`config.mk`:
```
export PLATFORM = sky130hd
export DESIGN_NAME = alu_pattern_runner
export DESIGN_NICKNAME = d
export VERILOG_FILES = /design/src/rtl/alu_test_pkg.sv /design/src/rtl/alu_run_fail_fifo.sv /design/src/rtl/alu_pattern_runner.sv
export SDC_FILE = /design/constraint.sdc
export NUM_CORES = 1
export LEC_CHECK = 0
export BUFFER_PORTS_ARGS = -buffer_cell sky130_fd_sc_hd__buf_2
export CORE_AREA = 2 2 183 140
export CTS_CLUSTER_DIAMETER = 40
export DETAILED_ROUTE_END_ITERATION = 7
export DIE_AREA = 0 0 185 142
export GPL_TIMING_DRIVEN = 0
export PLACE_DENSITY = 0.53
export SYNTH_ARGS = -nofsm -noshare
export SYNTH_HDL_FRONTEND = slang
export SYNTH_SLANG_ARGS = --single-unit
export TNS_END_PERCENT = 50
```
`constraint.sdc`:
```
create_clock -name clk -period 2 [get_ports clk]
set_input_delay 0 -clock clk [delete_from_list [all_inputs] [get_ports clk]]
set_output_delay 0 -clock clk [all_outputs]
set_load 0.01 [all_outputs]
```
`src/rtl/alu_test_pkg.sv`:
```
// Shared constants, state encoding and pattern entry layout for the 2-bit alu pattern runner.
package alu_test_pkg;

   localparam int unsigned NINPUTS  = 5;
   localparam int unsigned NOUTPUTS = 2;

   // PI = {ain[1:0], bin[1:0], sel}; PO = {zout[1], zout[0]}
   localparam int unsigned AIN_LSB  = 3;
   localparam int unsigned BIN_LSB  = 1;
   localparam int unsigned SEL_BIT  = 0;
   localparam int unsigned ZOUT_MSB = 1;
   localparam int unsigned ZOUT_LSB = 0;

   typedef enum logic [2:0] {
      IDLE,
      APPLY,
      SETTLE,
      MEASURE,
      FINISH
   } run_state_t;

   typedef struct packed {
      logic [NINPUTS-1:0]  pi;
      logic [NOUTPUTS-1:0] xpct;
      logic [NOUTPUTS-1:0] mask;
   } pat_entry_t;

endpackage

```
`src/rtl/alu_run_fail_fifo.sv`:
```
// Small synchronous FIFO holding {idx, dut_po} of failing patterns; drops writes when full.
// Only present when ALU_RUN_FAIL_LOG_EN is defined.
`ifdef ALU_RUN_FAIL_LOG_EN
module alu_run_fail_fifo #(
   parameter int unsigned WIDTH = 6,
   parameter int unsigned DEPTH = 4
) (
   input  logic             clk,
   input  logic             rst_n,
   input  logic             clr,
   input  logic             wr_en,
   input  logic [WIDTH-1:0] wr_data,
   input  logic             rd_en,
   output logic [WIDTH-1:0] rd_data,
   output logic             empty
);

   localparam int unsigned PTR_W = $clog2(DEPTH);

   logic [WIDTH-1:0] mem [DEPTH];
   logic [PTR_W-1:0] wr_ptr;
   logic [PTR_W-1:0] rd_ptr;
   logic [PTR_W:0]   count;
   logic             full;
   logic             do_wr;
   logic             do_rd;

   assign full    = (count == (PTR_W+1)'(DEPTH));
   assign empty   = (count == '0);
   assign do_wr   = wr_en && !full;
   assign do_rd   = rd_en && !empty;
   assign rd_data = mem[rd_ptr];

   always_ff @(posedge clk) begin
      if (do_wr && rst_n && !clr) mem[wr_ptr] <= wr_data;
   end

   always_ff @(posedge clk) begin
      if (!rst_n || clr) begin
         wr_ptr <= '0;
         rd_ptr <= '0;
         count  <= '0;
      end else begin
         if (do_wr) wr_ptr <= wr_ptr + PTR_W'(1);
         if (do_rd) rd_ptr <= rd_ptr + PTR_W'(1);
         if (do_wr && !do_rd)      count <= count + (PTR_W+1)'(1);
         else if (do_rd && !do_wr) count <= count - (PTR_W+1)'(1);
      end
   end

endmodule
`endif

```
`src/rtl/alu_pattern_runner.sv`:
```
// Applies stored {pi, xpct, mask} patterns to the 2-bit alu and checks masked responses.
// Optional fail log FIFO and its ports are enabled by defining ALU_RUN_FAIL_LOG_EN.
module alu_pattern_runner
   import alu_test_pkg::*;
#(
   parameter int unsigned DEPTH      = 16,
   parameter int unsigned ADDR_W     = 4,
   parameter int unsigned SETTLE_CYC = 2
) (
   input  logic                clk,
   input  logic                rst_n,
   input  logic                pat_wr_en,
   input  logic [ADDR_W-1:0]   pat_wr_addr,
   input  logic [NINPUTS-1:0]  pat_wr_pi,
   input  logic [NOUTPUTS-1:0] pat_wr_xpct,
   input  logic [NOUTPUTS-1:0] pat_wr_mask,
   input  logic [ADDR_W:0]     num_pats,
   input  logic                start,
   output logic [NINPUTS-1:0]  dut_pi,
   input  logic [NOUTPUTS-1:0] dut_po,
   output logic                busy,
   output logic                done,
   output logic                pass,
   output logic [ADDR_W:0]     fail_count,
   output logic [ADDR_W-1:0]   first_fail_idx
`ifdef ALU_RUN_FAIL_LOG_EN
   ,
   input  logic                         log_rd_en,
   output logic [ADDR_W+NOUTPUTS-1:0]   log_rd_data,
   output logic                         log_empty
`endif
);

   localparam int unsigned SCNT_W = (SETTLE_CYC > 1) ? $clog2(SETTLE_CYC) : 1;

   run_state_t        state;
   pat_entry_t        store [DEPTH];
   pat_entry_t        cur;
   logic [ADDR_W-1:0] idx;
   logic [ADDR_W:0]   idx_nxt;
   logic [ADDR_W:0]   num_run;
   logic [ADDR_W:0]   num_clamped;
   logic [SCNT_W-1:0] settle_cnt;
   logic              miss;

   assign cur         = store[idx];
   assign miss        = |((dut_po ^ cur.xpct) & cur.mask);
   assign idx_nxt     = {1'b0, idx} + (ADDR_W+1)'(1);
   assign num_clamped = (num_pats > (ADDR_W+1)'(DEPTH)) ? (ADDR_W+1)'(DEPTH) : num_pats;

   // Writes are gated by busy only, so a write in the start cycle lands before APPLY reads it.
   always_ff @(posedge clk) begin
      if (pat_wr_en && !busy)
         store[pat_wr_addr] <= '{pi: pat_wr_pi, xpct: pat_wr_xpct, mask: pat_wr_mask};
   end

   always_ff @(posedge clk) begin
      if (!rst_n) begin
         state          <= IDLE;
         dut_pi         <= '0;
         busy           <= 1'b0;
         done           <= 1'b0;
         pass           <= 1'b0;
         fail_count     <= '0;
         first_fail_idx <= '0;
         idx            <= '0;
         num_run        <= '0;
         settle_cnt     <= '0;
      end else begin
         done <= 1'b0;
         case (state)
            IDLE: begin
               if (start) begin
                  num_run        <= num_clamped;
                  idx            <= '0;
                  fail_count     <= '0;
                  first_fail_idx <= '0;
                  pass           <= 1'b0;
                  busy           <= 1'b1;
                  state          <= (num_pats == '0) ? FINISH : APPLY;
               end
            end
            APPLY: begin
               dut_pi     <= cur.pi;
               settle_cnt <= SCNT_W'(SETTLE_CYC - 1);
               state      <= SETTLE;
            end
            SETTLE: begin
               if (settle_cnt == '0) state <= MEASURE;
               else                  settle_cnt <= settle_cnt - SCNT_W'(1);
            end
            MEASURE: begin
               if (miss) begin
                  if (fail_count == '0) first_fail_idx <= idx;
                  if (fail_count != (ADDR_W+1)'(DEPTH)) fail_count <= fail_count + (ADDR_W+1)'(1);
               end
               idx   <= idx + ADDR_W'(1);
               state <= (idx_nxt == num_run) ? FINISH : APPLY;
            end
            FINISH: begin
               done  <= 1'b1;
               pass  <= (fail_count == '0);
               busy  <= 1'b0;
               state <= IDLE;
            end
            default: state <= IDLE;
         endcase
      end
   end

`ifdef ALU_RUN_FAIL_LOG_EN
   alu_run_fail_fifo #(
      .WIDTH (ADDR_W + NOUTPUTS),
      .DEPTH (4)
   ) u_fail_fifo (
      .clk     (clk),
      .rst_n   (rst_n),
      .clr     ((state == IDLE) && start),
      .wr_en   ((state == MEASURE) && miss),
      .wr_data ({idx, dut_po}),
      .rd_en   (log_rd_en),
      .rd_data (log_rd_data),
      .empty   (log_empty)
   );
`endif

endmodule

```
==> out/metrics.sh <==
FP.DIEW_UM=185
CTS-BUFFERS-INSERTED=17
DPL_WORST_SLACK_NS=-0.5155
ROW_COUNT=50
OVERFLOW_LEFT_AFTER_GLOBAL_ROUTING=0
MAX_FREQ_MHz=436.7
COMPOUND_GATE_PORTION_OF_THE_SYNTHESIZED_AREA_PCT=4.535
ROOT_CELL_OF_THE_CLOCK_TREE='sky130_fd_sc_hd__clkbuf_16'
SYNTH.AVG_CELL_AREA_UM2=16.82
FINALSETUPVIOLATIONS=14
DRIVE_GT1_SHARE_PCT=32.46
NETLIST_INSTANCES=433
SLEW_HEADROOM_PCT=36.21
SYNTHMUXAREASHARE_PCT=14.96
SYNTH_TOP_AREA_SHARE_PCT=59.36
YS_SEQ_AREA_SHARE_PCT=68.70
COMBINATIONAL_FAMILY_WITH_THE_MOST_AREA_AFTER_SYNTHESIS='multiplexers'
TRITONCTS='built'
SYNTH_CELL_TYPE_COUNT=45
CTS-ROOT-TO-SINK-BUFFERS=2
FIN_NETS=550
SYNTH_XOR_AREA_SHARE_PCT=1.202
FIN_CRIT_SH_PCT=114.5
LEADING_CELL_TYPES_BY_TOTAL_AREA_AFTER_SYNTHESIS='sky130_fd_sc_hd__edfxtp_1 59%, sky130_fd_sc_hd__mux4_2 11%, sky130_fd_sc_hd__dfxtp_1 9.3%, sky130_fd_sc_hd__mux4_1 2.5%, sky130_fd_sc_hd__mux2i_1 1.9%'
IO_BUFFER_COUNT=40
WORST_EP_REQUIRED_TIME_NS=2.34
SYNTH-SIMPLE-AREA-SHARE_PCT=8.451
ANTENNA_CELLS=0
CLK_PIN_SLEW_NS=0.07
SYNTH.FF_LATCH_COUNT=178
CRITICAL_PATH.MAX_STAGE_DELAY_NS=0.52
VIOLATED_CHECKS='setup timing'
CELLS_ALONG_THE_CRITICAL_PATH='buf_12 > mux4_2 > mux2i_4 > xor2_2 > o221ai_4 > and3_4 > o311ai_4'
PEAK_SUPPLY_DROP_mV=0.6020
SLEW_VIOLATIONS=0
PERIOD_NEEDED_NS=2.290
GPL.FINAL_WEIGHTED_CONGESTION=0.7824
FINAL_ANTENNA_NET_COUNT=0
TOTAL_ROUTING_RESOURCE_UTILIZATION_AFTER_GLOBAL_ROUTING_PCT=13.74
GRT_SETUP_UNREPAIRED='yes'
FP.DIEH_UM=142
P_LEAK_uW=0.002941
FINAL_HOLD_VIOS=0
SYN_TO_FINAL_GROWTH_PCT=25.61
MAX-CAP-VIOLATIONS=0
GRT_PASS1_VIAS=4272
FIN_AREA_UM2=9150
WORST_HOLD_PATH_DEPTH=2
CP_DATA_ARRIVAL_TIME_NS=2.63
CRITICAL-PATH-SLOWEST-CELL='sky130_fd_sc_hd__mux4_2'
RUN_STATUS='complete, but fails checks'
SYNTH_FLOP_CELL='sky130_fd_sc_hd__edfxtp_1'
R2R_CELLS=7
HOLD-WORST-SLACK_NS=0.05108
SYNTH_TOP_AREA_CELL='sky130_fd_sc_hd__edfxtp_1'
DRC=0
SYNTH_WARNINGS=0
POST-ROUTE-WORST-SETUP-SLACK_NS=-0.2901
NFILLCELLS=2302
ROUTED-VIA-COUNT=4298
NUMBER_OF_ENABLE_FLIP_FLOP_CELLS_AFTER_SYNTHESIS=144
NETLIST_AREA_UM2=7284
POWER.DENSITY_CELL_AREA_nW_PER_UM2=888.8
ANTENNA_FOUND_INITIAL=1
YS_ASYNC_SR_FRACTION_PCT=0
CLK-INSERTION-DELAY-LATE_NS=0.43
IO_PINS=41
POST_SYNTH_FA_HA_MAJ_AREA_FRACTION_PCT=0.5153
INITIALDRTVIOLATIONCOUNT=482
SYNTH_FP_NETS=460
PATH_CLASS='reg2reg'
GRT_START_MAX_NET_PINS=17
PLACED_CELL_AREA_UM2=7965
CTS.HTREE.LEVELS=4
CRIT_PATH_END_KIND='register'
CRIT_FANOUT=5
DETAIL_ROUTED_NET_LENGTH_PER_STANDARD_CELL_UM=20.01
CLOCK_SKEW_NS=0.01143
FLOORPLAN_DIE_AREA_UM2=26270
PLACE.DETAILED.HPWL_UM=11100
HOLDCRITPATHCLASS='in2reg'
DRT-VIAS-PER-INSTANCE=4.918
START_KIND='register'
CTS_SINKS=178
GRT_PASS1_WL_UM=26140
FIRST_PASS_ITERS=5
START_UTIL_PCT=29.70
WL_UM=17490
DESIGN.CORE.AREA_UM2=24520
WORST-SLEW-PIN-TRANSITION_NS=0.9533
==> worst max-delay path: cells and delay by family, from the launching register on <==
family | cells | cell delay (ns)
AO/OA/AOI/OAI | 2 | 0.40
AND/OR/NAND/NOR | 1 | 0.26
XOR/XNOR | 1 | 0.28
flip-flops | 1 | 0.38
multiplexers | 2 | 0.73
buffers and inverters | 1 | 0.13
==> power by group <==
group | switching [µW] | total [µW] | leakage, µW | internal [µW]
clock | 1460 | 3320 | 0.000287 | 1860
combinational | 382 | 685 | 0.00108 | 303
sequential | 60.1 | 4130 | 0.00158 | 4070
total | 1900 | 8130 | 0.00294 | 6230
==> per-stage QoR <==
stage | instances | total power, µW | utilization, % | setup TNS (ns)
final | 874 | 8133 | 37.31 | -3.454
after global routing | 874 | 8418 | 37.31 | -4.942
after CTS | 873 | 8166 | 36.88 | -3.139
after detailed placement | 813 | 4758 | 32.48 | -20.09
after global placement | 811 | 4733 | 32.31 | -32.81
after floorplan | 433 | 4540 | - | -0.2617
==> path summary, 6_finish.rpt <==
check | startpoint | end | slack [ns]
hold reg to reg | num_run[3] | num_run[3] | 0.49
hold / removal | pat_wr_addr[1] | store[4][2] | 0.05
setup reg to reg | register | fail_count[3] | -0.29
setup / recovery | register | fail_count[3] | -0.29
==> per-layer routing <==
| layer | wire length [µm] | GRT usage (%) |
|---|---|---|
| met1 | 8735 | 20.86 |
| met4 | 125 | 3.425 |
| met2 | 7526 | 19.00 |
| met5 | 0 | 0 |
| met3 | 1101 | 4.171 |
==> registers in the layout (all words and copies together) (netlist names), named ones only <==
register and count:
state 3, num_run 5, busy 1, pass 1, settle_cnt 1, idx 4, fail_count 5, dut_pi 5
first_fail_idx 4, store 144, done 1
==> final cells by class <==
class                           count  area, µm²  area share, %
Sequential cell                   178       5010          54.75
Multi-Input combinational cell    232       2412          26.36
Timing Repair Buffer               71      533.0          5.825
Clock buffer                       17      425.4          4.649
Tap cell                          338      422.9          4.622
Buffer                             19      172.7          1.887
Clock inverter                     15      158.9          1.737
Inverter                            4      15.01         0.1641
==> cell usage in the layout, fill, tap and decap left out, types with 3 or more instances in the layout <==
cell and count:
sky130_fd_sc_hd__and3_1 5, sky130_fd_sc_hd__mux4_2 41, sky130_fd_sc_hd__buf_2 40, sky130_fd_sc_hd__buf_4 11
sky130_fd_sc_hd__clkinv_1 4, sky130_fd_sc_hd__buf_6 3, sky130_fd_sc_hd__nor3_2 4, sky130_fd_sc_hd__edfxtp_1 144
sky130_fd_sc_hd__nand3_1 15, sky130_fd_sc_hd__clkbuf_16 20, sky130_fd_sc_hd__nand2b_1 3, sky130_fd_sc_hd__clkbuf_1 9
sky130_fd_sc_hd__xor2_1 4, sky130_fd_sc_hd__nor2_2 8, sky130_fd_sc_hd__xnor2_1 4, sky130_fd_sc_hd__a21boi_0 8
sky130_fd_sc_hd__o21ai_0 7, sky130_fd_sc_hd__nand4_1 8, sky130_fd_sc_hd__nor2b_1 9, sky130_fd_sc_hd__dfxtp_1 32
sky130_fd_sc_hd__a21oi_1 6, sky130_fd_sc_hd__buf_12 5, sky130_fd_sc_hd__inv_1 3, sky130_fd_sc_hd__nand2_1 22
sky130_fd_sc_hd__ha_1 3, sky130_fd_sc_hd__dlygate4sd3_1 16, sky130_fd_sc_hd__mux2i_4 7, sky130_fd_sc_hd__nand3b_1 7
sky130_fd_sc_hd__a31oi_1 3, sky130_fd_sc_hd__clkinv_2 3, sky130_fd_sc_hd__nor2_1 19, sky130_fd_sc_hd__o211ai_1 4
sky130_fd_sc_hd__mux2i_1 7, sky130_fd_sc_hd__and2_1 4
==> what timing repair did <==
item | in CTS | in global routing
endpoints found under the hold margin | 154 | 0
hold buffers | 16 | 0
cloned | 2 | 3
pin swaps | 7 | 3
resized for setup | 53 | 9
buffers inserted | 10 | 0
endpoints found under the setup margin | 110 | 67
==> synth_stat cells, drive strengths merged, types with 7 or more instances <==
| library cell | number |
|---|---|
| edfxtp | 144 |
| nor2 | 29 |
| mux4 | 41 |
| nor2b | 9 |
| mux2i | 14 |
| nand4 | 8 |
| buf | 7 |
| dfxtp | 34 |
| clkbuf | 14 |
| o21ai | 7 |
| nand3b | 7 |
| nand2 | 22 |
| a21boi | 8 |
| nand3 | 15 |
==> kinds of logic (layout without fill, tap and decap cells) <==
| group | after synthesis | after routing |
|---|---|---|
| buf+inv | 25 | 126 |
| fa+ha+maj | 3 | 3 |
| flops | 178 | 178 |
| xor+xnor | 10 | 10 |
| compound gates | 44 | 46 |
| mux | 55 | 55 |
| simple gates | 118 | 118 |
Power figures use the tool's default switching activity.
